$ cat config.mk
export PLATFORM = sky130hd
export DESIGN_NAME = mac_table_scheduler_flat
export DESIGN_NICKNAME = d
export VERILOG_FILES = /design/src/rtl/mac_table_scheduler_if.sv /design/src/rtl/mac_table_scheduler.sv /design/src/flat_wrapper.sv
export SDC_FILE = /design/constraint.sdc
export NUM_CORES = 1
export LEC_CHECK = 0
export CORE_ASPECT_RATIO = 1.2
export CORE_MARGIN = 1.5
export CORE_UTILIZATION = 25
export DETAILED_ROUTE_END_ITERATION = 16
export PLACE_DENSITY_LB_ADDON = 0.12
export SLEW_MARGIN = 20
export SYNTH_ARGS = -nofsm -noshare
export SYNTH_HDL_FRONTEND = slang
export SYNTH_SLANG_ARGS = --single-unit
$ cat constraint.sdc
create_clock -name iclk -period 3.3 [get_ports iclk]
set_input_delay 0.33 -clock iclk [delete_from_list [all_inputs] [get_ports iclk]]
set_output_delay 0.33 -clock iclk [all_outputs]
set_load 0.03 [all_outputs]
$ cat src/rtl/mac_table_scheduler_if.sv
// mac_table_scheduler_if
// Groups the requester-side and MAC-table-side signals of mac_table_scheduler.
//   slave  modport: the scheduler (samples requests/table results, drives strobes).
//   master modport: the requesting ports plus the MAC table.
// Signals:
//   i_req, i_req_learn   per-port request and op type (1 = learn SA, 0 = look up DA)
//   i_mac                per-port MAC, port p at bits [48p+47:48p]
//   o_ack                one-hot accept pulse
//   o_tbl_we, o_tbl_rd   table write / read strobes
//   o_tbl_port_num/mac   source port and address presented to the table
//   i_tbl_port_num/hit   table result, LOOKUP_LAT cycles after o_tbl_rd
//   o_rsp_val/mask       one-hot lookup response and egress mask
//   o_busy               scheduler not idle
interface mac_table_scheduler_if #(
  parameter int unsigned NPORTS = 4,
  parameter int unsigned PW     = $clog2(NPORTS)
);
  logic [NPORTS-1:0]    i_req;
  logic [NPORTS-1:0]    i_req_learn;
  logic [NPORTS*48-1:0] i_mac;
  logic [NPORTS-1:0]    o_ack;
  logic                 o_tbl_we;
  logic                 o_tbl_rd;
  logic [PW-1:0]        o_tbl_port_num;
  logic [47:0]          o_tbl_mac;
  logic [PW-1:0]        i_tbl_port_num;
  logic                 i_tbl_hit;
  logic [NPORTS-1:0]    o_rsp_val;
  logic [NPORTS-1:0]    o_rsp_mask;
  logic                 o_busy;

  modport slave (
    input  i_req, i_req_learn, i_mac, i_tbl_port_num, i_tbl_hit,
    output o_ack, o_tbl_we, o_tbl_rd, o_tbl_port_num, o_tbl_mac, o_rsp_val, o_rsp_mask, o_busy
  );

  modport master (
    output i_req, i_req_learn, i_mac, i_tbl_port_num, i_tbl_hit,
    input  o_ack, o_tbl_we, o_tbl_rd, o_tbl_port_num, o_tbl_mac, o_rsp_val, o_rsp_mask, o_busy
  );
endinterface

$ cat src/rtl/mac_table_scheduler.sv
// mac_table_scheduler
// Round-robin arbiter that shares one MAC table between NPORTS switch ports.
// Learn requests write the source address (multicast SAs are acknowledged but not
// written); lookup requests read the table and return an egress mask to the
// requesting port after the fixed table latency. One table operation at a time.
// Ports:
//   iclk  clock, rising edge
//   irst  synchronous active-high reset
//   bus   mac_table_scheduler_if.slave (requests, table strobes/results, responses)
// All outputs are registered.
module mac_table_scheduler #(
  parameter int unsigned NPORTS     = 4,
  parameter int unsigned LOOKUP_LAT = 2,
  parameter int unsigned PW         = $clog2(NPORTS)
) (
  input logic                  iclk,
  input logic                  irst,
  mac_table_scheduler_if.slave bus
);

  typedef enum logic [1:0] {StIdle, StIssue, StWait, StResp} state_e;

  localparam logic [NPORTS-1:0] OneLsb   = NPORTS'(1);
  localparam logic [2:0]        LastCnt  = 3'(LOOKUP_LAT - 1);
  localparam logic [PW-1:0]     LastPort = PW'(NPORTS - 1);

  state_e            state_q, state_d;
  logic [PW-1:0]     ptr_q, ptr_d;
  logic [PW-1:0]     gnt_q, gnt_d;
  logic              learn_q, learn_d;
  logic [2:0]        cnt_q, cnt_d;
  logic [NPORTS-1:0] ack_q, ack_d;
  logic              we_q, we_d;
  logic              rd_q, rd_d;
  logic [PW-1:0]     tport_q, tport_d;
  logic [47:0]       tmac_q, tmac_d;
  logic [NPORTS-1:0] rsp_val_q, rsp_val_d;
  logic [NPORTS-1:0] rsp_mask_q, rsp_mask_d;
  logic              busy_q, busy_d;

  logic              arb_found;
  logic [PW-1:0]     arb_idx;
  logic              arb_learn;
  logic [47:0]       arb_mac;
  logic [NPORTS-1:0] src_oh, res_oh, lookup_mask;

  // First requesting port at or after the pointer, wrapping to port 0.
  always_comb begin : arbiter
    arb_found = 1'b0;
    arb_idx   = '0;
    for (int unsigned k = 0; k < NPORTS; k++) begin
      for (int unsigned p = 0; p < NPORTS; p++) begin
        if (!arb_found && bus.i_req[p] && (p == (32'(ptr_q) + k) % NPORTS)) begin
          arb_found = 1'b1;
          arb_idx   = PW'(p);
        end
      end
    end
  end

  always_comb begin : arb_mux
    arb_learn = 1'b0;
    arb_mac   = '0;
    for (int unsigned p = 0; p < NPORTS; p++) begin
      if (arb_idx == PW'(p)) begin
        arb_learn = bus.i_req_learn[p];
        arb_mac   = bus.i_mac[p*48 +: 48];
      end
    end
  end

  // Egress mask: forward to the hit port, filter when it is the source, flood on miss.
  assign src_oh      = OneLsb << gnt_q;
  assign res_oh      = OneLsb << bus.i_tbl_port_num;
  assign lookup_mask = !bus.i_tbl_hit                  ? ~src_oh :
                       (bus.i_tbl_port_num == gnt_q)   ? '0      : res_oh;

  always_comb begin : next_state
    state_d    = state_q;
    ptr_d      = ptr_q;
    gnt_d      = gnt_q;
    learn_d    = learn_q;
    cnt_d      = cnt_q;
    ack_d      = '0;
    we_d       = 1'b0;
    rd_d       = 1'b0;
    tport_d    = tport_q;
    tmac_d     = tmac_q;
    rsp_val_d  = '0;
    rsp_mask_d = rsp_mask_q;

    unique case (state_q)
      StIdle: begin
        if (arb_found) begin
          state_d = StIssue;
          gnt_d   = arb_idx;
          learn_d = arb_learn;
          ptr_d   = (arb_idx == LastPort) ? '0 : arb_idx + 1'b1;
          // Outputs are registered, so the ISSUE-cycle strobes are loaded here.
          ack_d   = OneLsb << arb_idx;
          tport_d = arb_idx;
          tmac_d  = arb_mac;
          we_d    = arb_learn & ~arb_mac[40];  // I/G bit set: never learn a group SA
          rd_d    = ~arb_learn;
        end
      end
      StIssue: begin
        if (learn_q) begin
          state_d = StIdle;
        end else begin
          state_d = StWait;
          cnt_d   = '0;
        end
      end
      StWait: begin
        // Count LOOKUP_LAT cycles from the read strobe; the last one carries the result.
        if (cnt_q == LastCnt) begin
          state_d    = StResp;
          rsp_val_d  = src_oh;
          rsp_mask_d = lookup_mask;
        end else begin
          cnt_d = cnt_q + 3'd1;
        end
      end
      StResp: begin
        state_d = StIdle;
      end
      default: begin
        state_d = StIdle;
      end
    endcase

    busy_d = (state_d != StIdle);
  end

  always_ff @(posedge iclk) begin
    if (irst) begin
      state_q    <= StIdle;
      ptr_q      <= '0;
      gnt_q      <= '0;
      learn_q    <= 1'b0;
      cnt_q      <= '0;
      ack_q      <= '0;
      we_q       <= 1'b0;
      rd_q       <= 1'b0;
      tport_q    <= '0;
      tmac_q     <= '0;
      rsp_val_q  <= '0;
      rsp_mask_q <= '0;
      busy_q     <= 1'b0;
    end else begin
      state_q    <= state_d;
      ptr_q      <= ptr_d;
      gnt_q      <= gnt_d;
      learn_q    <= learn_d;
      cnt_q      <= cnt_d;
      ack_q      <= ack_d;
      we_q       <= we_d;
      rd_q       <= rd_d;
      tport_q    <= tport_d;
      tmac_q     <= tmac_d;
      rsp_val_q  <= rsp_val_d;
      rsp_mask_q <= rsp_mask_d;
      busy_q     <= busy_d;
    end
  end

  assign bus.o_ack          = ack_q;
  assign bus.o_tbl_we       = we_q;
  assign bus.o_tbl_rd       = rd_q;
  assign bus.o_tbl_port_num = tport_q;
  assign bus.o_tbl_mac      = tmac_q;
  assign bus.o_rsp_val      = rsp_val_q;
  assign bus.o_rsp_mask     = rsp_mask_q;
  assign bus.o_busy         = busy_q;

endmodule

$ cat src/flat_wrapper.sv
// flat-port wrapper written by rule: the top's interface ports become plain ports
module mac_table_scheduler_flat 
#(
  parameter int unsigned NPORTS     = 4,
  parameter int unsigned LOOKUP_LAT = 2,
  parameter int unsigned PW         = $clog2(NPORTS)
)
  (iclk, irst, bus_i_req, bus_i_req_learn, bus_i_mac, bus_i_tbl_port_num, bus_i_tbl_hit, bus_o_ack, bus_o_tbl_we, bus_o_tbl_rd, bus_o_tbl_port_num, bus_o_tbl_mac, bus_o_rsp_val, bus_o_rsp_mask, bus_o_busy);
  mac_table_scheduler_if #(.NPORTS(NPORTS), .PW(PW)) bus_i ();
  input logic iclk;
  input logic irst;
  input wire logic [$bits(bus_i.i_req)-1:0] bus_i_req;
  input wire logic [$bits(bus_i.i_req_learn)-1:0] bus_i_req_learn;
  input wire logic [$bits(bus_i.i_mac)-1:0] bus_i_mac;
  input wire logic [$bits(bus_i.i_tbl_port_num)-1:0] bus_i_tbl_port_num;
  input wire logic [$bits(bus_i.i_tbl_hit)-1:0] bus_i_tbl_hit;
  output wire logic [$bits(bus_i.o_ack)-1:0] bus_o_ack;
  output wire logic [$bits(bus_i.o_tbl_we)-1:0] bus_o_tbl_we;
  output wire logic [$bits(bus_i.o_tbl_rd)-1:0] bus_o_tbl_rd;
  output wire logic [$bits(bus_i.o_tbl_port_num)-1:0] bus_o_tbl_port_num;
  output wire logic [$bits(bus_i.o_tbl_mac)-1:0] bus_o_tbl_mac;
  output wire logic [$bits(bus_i.o_rsp_val)-1:0] bus_o_rsp_val;
  output wire logic [$bits(bus_i.o_rsp_mask)-1:0] bus_o_rsp_mask;
  output wire logic [$bits(bus_i.o_busy)-1:0] bus_o_busy;
  assign bus_i.i_req = bus_i_req;
  assign bus_i.i_req_learn = bus_i_req_learn;
  assign bus_i.i_mac = bus_i_mac;
  assign bus_i.i_tbl_port_num = bus_i_tbl_port_num;
  assign bus_i.i_tbl_hit = bus_i_tbl_hit;
  assign bus_o_ack = bus_i.o_ack;
  assign bus_o_tbl_we = bus_i.o_tbl_we;
  assign bus_o_tbl_rd = bus_i.o_tbl_rd;
  assign bus_o_tbl_port_num = bus_i.o_tbl_port_num;
  assign bus_o_tbl_mac = bus_i.o_tbl_mac;
  assign bus_o_rsp_val = bus_i.o_rsp_val;
  assign bus_o_rsp_mask = bus_i.o_rsp_mask;
  assign bus_o_busy = bus_i.o_busy;
  mac_table_scheduler #(.NPORTS(NPORTS), .LOOKUP_LAT(LOOKUP_LAT), .PW(PW)) u_core (.iclk(iclk), .irst(irst), .bus(bus_i));
endmodule
; ---- After elaboration in Yosys (flattened, before gate mapping)
; Index checks and enable logic that the tools add are counted.
; W data, S select, Z words.
[classes]
n_reduce_logical = 59
eq_ne = 22
bitwise = 8
add_sub_neg = 5
shift = 3
mux = 49
[ops]
columns = cell, count
row1 = $mux W48, 4
row2 = $logic_not A32 Y1, 4
row3 = $mux W2, 18
row4 = $logic_and A1 B1 Y1, 31
row5 = $mux W1, 21
row6 = $eq A2 B2 Y1 const A, 8
row7 = $logic_not A1 Y1, 15
row8 = $shl A1 B2 Y4 const A, 3
row9 = $eq A1 B2 Y1 const A, 4
row10 = $eq A2 B2 Y1 const B, 4
row11 = $mux W4, 2
row12 = $pmux W2 S4, 1
row13 = $mux W3, 2
row14 = $not A1 Y1, 6
row15 = $pmux W3 S2, 1
row16 = $reduce_or A3 Y1, 2
row17 = $add A2 B1 Y2 const B, 2
row18 = $add A2 B2 Y2 const B, 2
row19 = $eq A2 B1 Y1 const B, 2
row20 = $logic_not A2 Y1, 2
row21 = $ne A2 B2 Y1 const B, 2
row22 = $not A4 Y4, 1
row23 = $reduce_and A2 Y1, 2
row24 = $reduce_bool A2 Y1, 2
row25 = 5 further kinds, 5
[word_totals]
inputBits = 205
regBits = 73

; ---- Depth between registers and ports, before layout
; Gate-level depths: netlist (run 1).
[depth]
word_depth = 70
depth_mapped = 12
mapped_depth_nobuf = 9

; ---- Least setup slack after synthesis (run 1)
; No wires, ideal clock.
[synth_timing]
kind = reg2reg
from = reg u_core.ptr_q[1]
to = reg u_core.tmac_q[14], in the netlist u_core.bus.o_tbl_mac[14]
setup_time_ps = 140
path_slack_ps = 851
path_buffers = 2
stages_incl_launch_ff = 11
arrival_time_ps = 2310
path_cell_list = dfxtp_1 > a21oi_1 > o21a_1 > o22ai_1 > inv_1 > ha_1 > buf_2 > dlymetal6s4s_1 > a221o_1 > a221oi_2 > nor3_2
[synth_via]
elab_chain_cells = 68
[synth_lines]
columns = item, line_no
row1 = from (decl), mac_table_scheduler.sv:28  ; logic [PW-1:0] ptr_q, ptr_d;
row2 = from (signal assigned), mac_table_scheduler.sv:153  ; ptr_q <= ptr_d;
row3 = $logic_not A32 Y1, mac_table_scheduler.sv:53  ; if (!arb_found && bus.i_req[p] && (p == (32'(ptr_q) + k) % NPORTS)) begin
row4 = $logic_and A1 B1 Y1, mac_table_scheduler.sv:53
row5 = $mux W1, mac_table_scheduler.sv:53
row6 = $logic_not A1 Y1, mac_table_scheduler.sv:53
row7 = $logic_and A1 B1 Y1 (2 in a row), mac_table_scheduler.sv:53
row8 = $mux W1, mac_table_scheduler.sv:53
row9 = $logic_not A1 Y1, mac_table_scheduler.sv:53
row10 = $logic_and A1 B1 Y1 (2 in a row), mac_table_scheduler.sv:53
row11 = [48 not listed], n/a
row12 = $mux W1, mac_table_scheduler.sv:53
row13 = $logic_not A1 Y1, mac_table_scheduler.sv:53
row14 = $logic_and A1 B1 Y1 (2 in a row), mac_table_scheduler.sv:53
row15 = $mux W2 (*), mac_table_scheduler.sv:53
row16 = named net u_core.arb_idx[1], mac_table_scheduler.sv:42  ; logic [PW-1:0] arb_idx;
row17 = $logic_not A2 Y1, mac_table_scheduler.sv:65  ; if (arb_idx == PW'(p)) begin
row18 = $mux W48 (3 in a row), mac_table_scheduler.sv:65
row19 = $mux W48 (*), mac_table_scheduler.sv:65
row20 = to (signal assigned), mac_table_scheduler.sv:161  ; tmac_q <= tmac_d;
row21 = to (decl), mac_table_scheduler.sv:36  ; logic [47:0] tmac_q, tmac_d;
; Mark *: on every way through the listed nets, which the timed path passes. The rest lies on a longest branch.
; A chain may end at the register's enable or synchronous reset.

; ---- Worst setup path after layout (run 1)
[layout_timing]
from = in bus_i_req[0]
to = reg u_core.tmac_q[36], in the netlist u_core.bus.o_tbl_mac[36]
[layout_via]
elab_chain_cells = 67
[layout_lines]
columns = item, line_no
row1 = from (decl), flat_wrapper.sv:12  ; input wire logic [$bits(bus_i.i_req)-1:0] bus_i_req;
row2 = $logic_and A1 B1 Y1, mac_table_scheduler.sv:53
row3 = $mux W1, mac_table_scheduler.sv:53
row4 = $logic_not A1 Y1, mac_table_scheduler.sv:53
row5 = $logic_and A1 B1 Y1 (2 in a row), mac_table_scheduler.sv:53
row6 = $mux W1, mac_table_scheduler.sv:53
row7 = $logic_not A1 Y1, mac_table_scheduler.sv:53
row8 = $logic_and A1 B1 Y1 (2 in a row), mac_table_scheduler.sv:53
row9 = $mux W1, mac_table_scheduler.sv:53
row10 = [47 not listed], n/a
row11 = $mux W1, mac_table_scheduler.sv:53
row12 = $logic_not A1 Y1, mac_table_scheduler.sv:53
row13 = $logic_and A1 B1 Y1 (2 in a row), mac_table_scheduler.sv:53
row14 = $mux W2 (*), mac_table_scheduler.sv:53
row15 = named net u_core.arb_idx[1], mac_table_scheduler.sv:42
row16 = $logic_not A2 Y1, mac_table_scheduler.sv:65
row17 = $mux W48 (3 in a row), mac_table_scheduler.sv:65
row18 = $mux W48 (*), mac_table_scheduler.sv:65
; Marks and branches as above.

==> results of run 1 <==
## metal layers
metal | routed length, um | vias up | part of all wire [%]
li1 | - | 2409 | -
met1 | 6690 | 2255 | 39
met2 | 8650 | 206 | 50
met3 | 1500 | 27 | 8.7
met4 | 422 | 0 | 2.4
met5 | 0 | - | 0
## cells by family after synthesis
logic type,count (synthesis),share of synthesized area [%]
muxes,1,0.242
DFF,73,31.4
AOI/OAI and AO/OA,175,33.5
adders and majority gates,10,2.69
buffers and inverters,108,11.7
and+or+nand+nor,151,20.4
## final timing paths
path / start / to / cells past startpoint
worst max register to register: u_core.ptr_q[1]$_SDFFE_PP0N_ / u_core.bus.o_tbl_we$_SDFF_PP0_ / 10
worst min-delay path: u_core.bus.o_tbl_mac[31]$_SDFFE_PP0N_ / u_core.bus.o_tbl_mac[31]$_SDFFE_PP0N_ / 2
worst min register to register: u_core.bus.o_tbl_mac[31]$_SDFFE_PP0N_ / u_core.bus.o_tbl_mac[31]$_SDFFE_PP0N_ / 2
worst max-delay path: bus_i_req[0] / u_core.bus.o_tbl_mac[36]$_SDFFE_PP0N_ / 11
## flip-flops by register name (all words and copies together) (netlist names), 2 cells and up
signal	flops
u_core.bus.o_rsp_val	4
u_core.bus.o_tbl_mac	48
u_core.bus.o_ack	4
u_core.ptr_q	2
u_core.bus.o_rsp_mask	4
u_core.state_q	2
u_core.cnt_q	3
u_core.gnt_q	2
## report_power, final
| part | internal (mW) | total, mW | switching, mW |
|---|---|---|---|
| sequential | 1.02 | 1.09 | 0.0733 |
| clock | 0.677 | 1.06 | 0.384 |
| combinational | 0.915 | 1.95 | 1.04 |
| total | 2.61 | 4.10 | 1.49 |
## worst reg2reg max path, stage by stage (launching register included)
cell and delay, ns:
dfxtp_1 0.43, mux2_2 0.36, nand2_1 0.08, nand3_1 0.18, inv_1 0.21, ha_2 0.26, nor2b_4 0.05, buf_4 0.24
a221o_1 0.39, a221oi_2 0.31, and3b_1 0.19
## cell usage after synthesis (2+ instances only)
library cell,count,area share (%)
nand2b_1,7,0.94
ha_1,10,2.7
o21ai_0,5,0.54
nand3b_1,5,0.81
a21o_1,2,0.32
dlygate4sd1_1,2,0.38
clkbuf_1,16,1.3
a221oi_1,17,3.2
nor3_1,5,0.54
nor3_2,47,10
nand4_1,2,0.27
or2_2,2,0.27
inv_1,55,4.4
nor2b_1,5,0.67
buf_2,19,2.0
dfxtp_1,73,31
a211oi_1,4,0.65
a221oi_2,31,10
nor2_1,59,4.8
a22oi_1,3,0.48
nor4_1,2,0.27
nand2_1,11,0.89
a221o_1,48,10
buf_6,12,2.9
a21oi_1,57,6.1
nand3_1,3,0.32
buf_4,2,0.32
## area by class of cell
type,count,area [um^2]
Timing Repair Buffer,284,2870
Inverter,55,206
Clock inverter,5,80.1
Clock buffer,10,239
Fill cell,1761,10400
Multi-Input combinational cell,337,2680
Sequential cell,73,1460
Tap cell,224,280
==> results.ini, run 1 <==
[outcome]
outcome=complete, no violations

[setup_path]
cp_top_family=compound AO/OA/AOI/OAI gates
required_ns=3.50
cp-end-kind=flop
cp_num_buf_inv=4
critPathMaxFanout=44
cp-start-kind=input port
cp_slowest_stage_delay_ns=0.62
rrSetupSlack_ns=0.54
arrival_ns=3.06
crit_chain=clkdlybuf4s50_1 -> a21oi_1 -> o21a_1 -> o22ai_1 -> buf_4 -> inv_1 -> ha_4 -> buf_12 -> a221o_1 -> a221oi_2 -> nor3_2
path_class=input port to flop
crit_slowest_cell=clkdlybuf4s50_1

[synthesis]
async_reset_ff_share_pct=0
synth_cell_type_count=41
synth_edf_count=0
netlist_area_mm2=0.00465
ys_seq_area_share_pct=31.4
syn_nets=733
ys.flop_type=dfxtp_1
yosys_warnings=0
syn_area_per_cell_um2=8.97
synthCells=518
ys_ff_latch=73

[cells_and_area]
drive_gt1_share_pct=15.7
syn_to_final_growth_pct=68.2
num-nets-final=975
post-route-util_pct=43.0
final_cell_area_mm2=0.00782
stdcell_count=988
layout_commonest_cell=clkdlybuf4s50_1
n_antenna_cell=0
mostFrequentLayoutCells=clkdlybuf4s50_1, dfxtp_1, nor2_1

[route]
first_iter_violations=182
viasPerCell=4.96
post_drt_wl_per_cell_um=17.5
first_pass_iters=6
num_vias=4897
antenna_left=0
drc=0
wirelength_mm=17.3

[timing]
rsz0062_at_grt=no
finalHoldViolCount=0
hold_slack_ns=0.492
max_freq_mhz=350
worst_slew_pin_slew_ns=0.803
finalMaxSlewViolations=0
slew_headroom_pct=46.5
setup_tns_ns=0
final.setup_skew_ns=0.00387
period_needed_ns=2.86
fin_crit_sh_pct=86.7
setup_ws_ns=0.439
finalSetupViolations=0

[power_and_ir_drop]
vdd_drop_max_v=0.000267
p_per_area_mw_per_mm2=525
p_leak_nw=2.97
power_mw=4.10

[clock_network]
clkLatencyLatePin_ns=0.34
cts_resized=0
h-tree-depth=3
hold_buffers=0
cts_setup_buffers=0
cts_tree=built
numCtsBuffers=9
root_buffer=clkbuf_16
path_clk_slew_ns=0.05
clockBufferDepth=2
cts.sinks=73

[floorplan]
fp.dieArea_mm2=0.0194
initial_core_util_pct=25.6
fp-row-count=54
die_x_um=127
pin_count=270
core_mm2=0.0182
die_y_um=152

[grt]
grt_pass1_wl_mm=26.8
antenna_found_initial=0
top_usage_layer=met2
met2_usage_pct=31.9
grt_pass1_vias=5016
grt_use_met1_pct=19.2
grt_max_degree=56
grtUsageTotal_pct=17.7
globalRouteOverflowTotal=0
grtUsageMet3_pct=4.99

[placement]
hpwl_mm=12.6
dpl_worst_slack_ns=0.0722
gp_congestion=0.798
placed_area_mm2=0.00750
place_inst=973
io_buffers=269

[run]
drv_cap=0

[min_path]
hp-class=flop to flop

No activity file was read; power rests on OpenSTA's default activity.
==> run 2, diff against run 1 <==
- CTS_CLUSTER_DIAMETER: unset -> 120
==> results of run 2 <==
No change in the layout: final DEF, timing and power equal those of run 1.
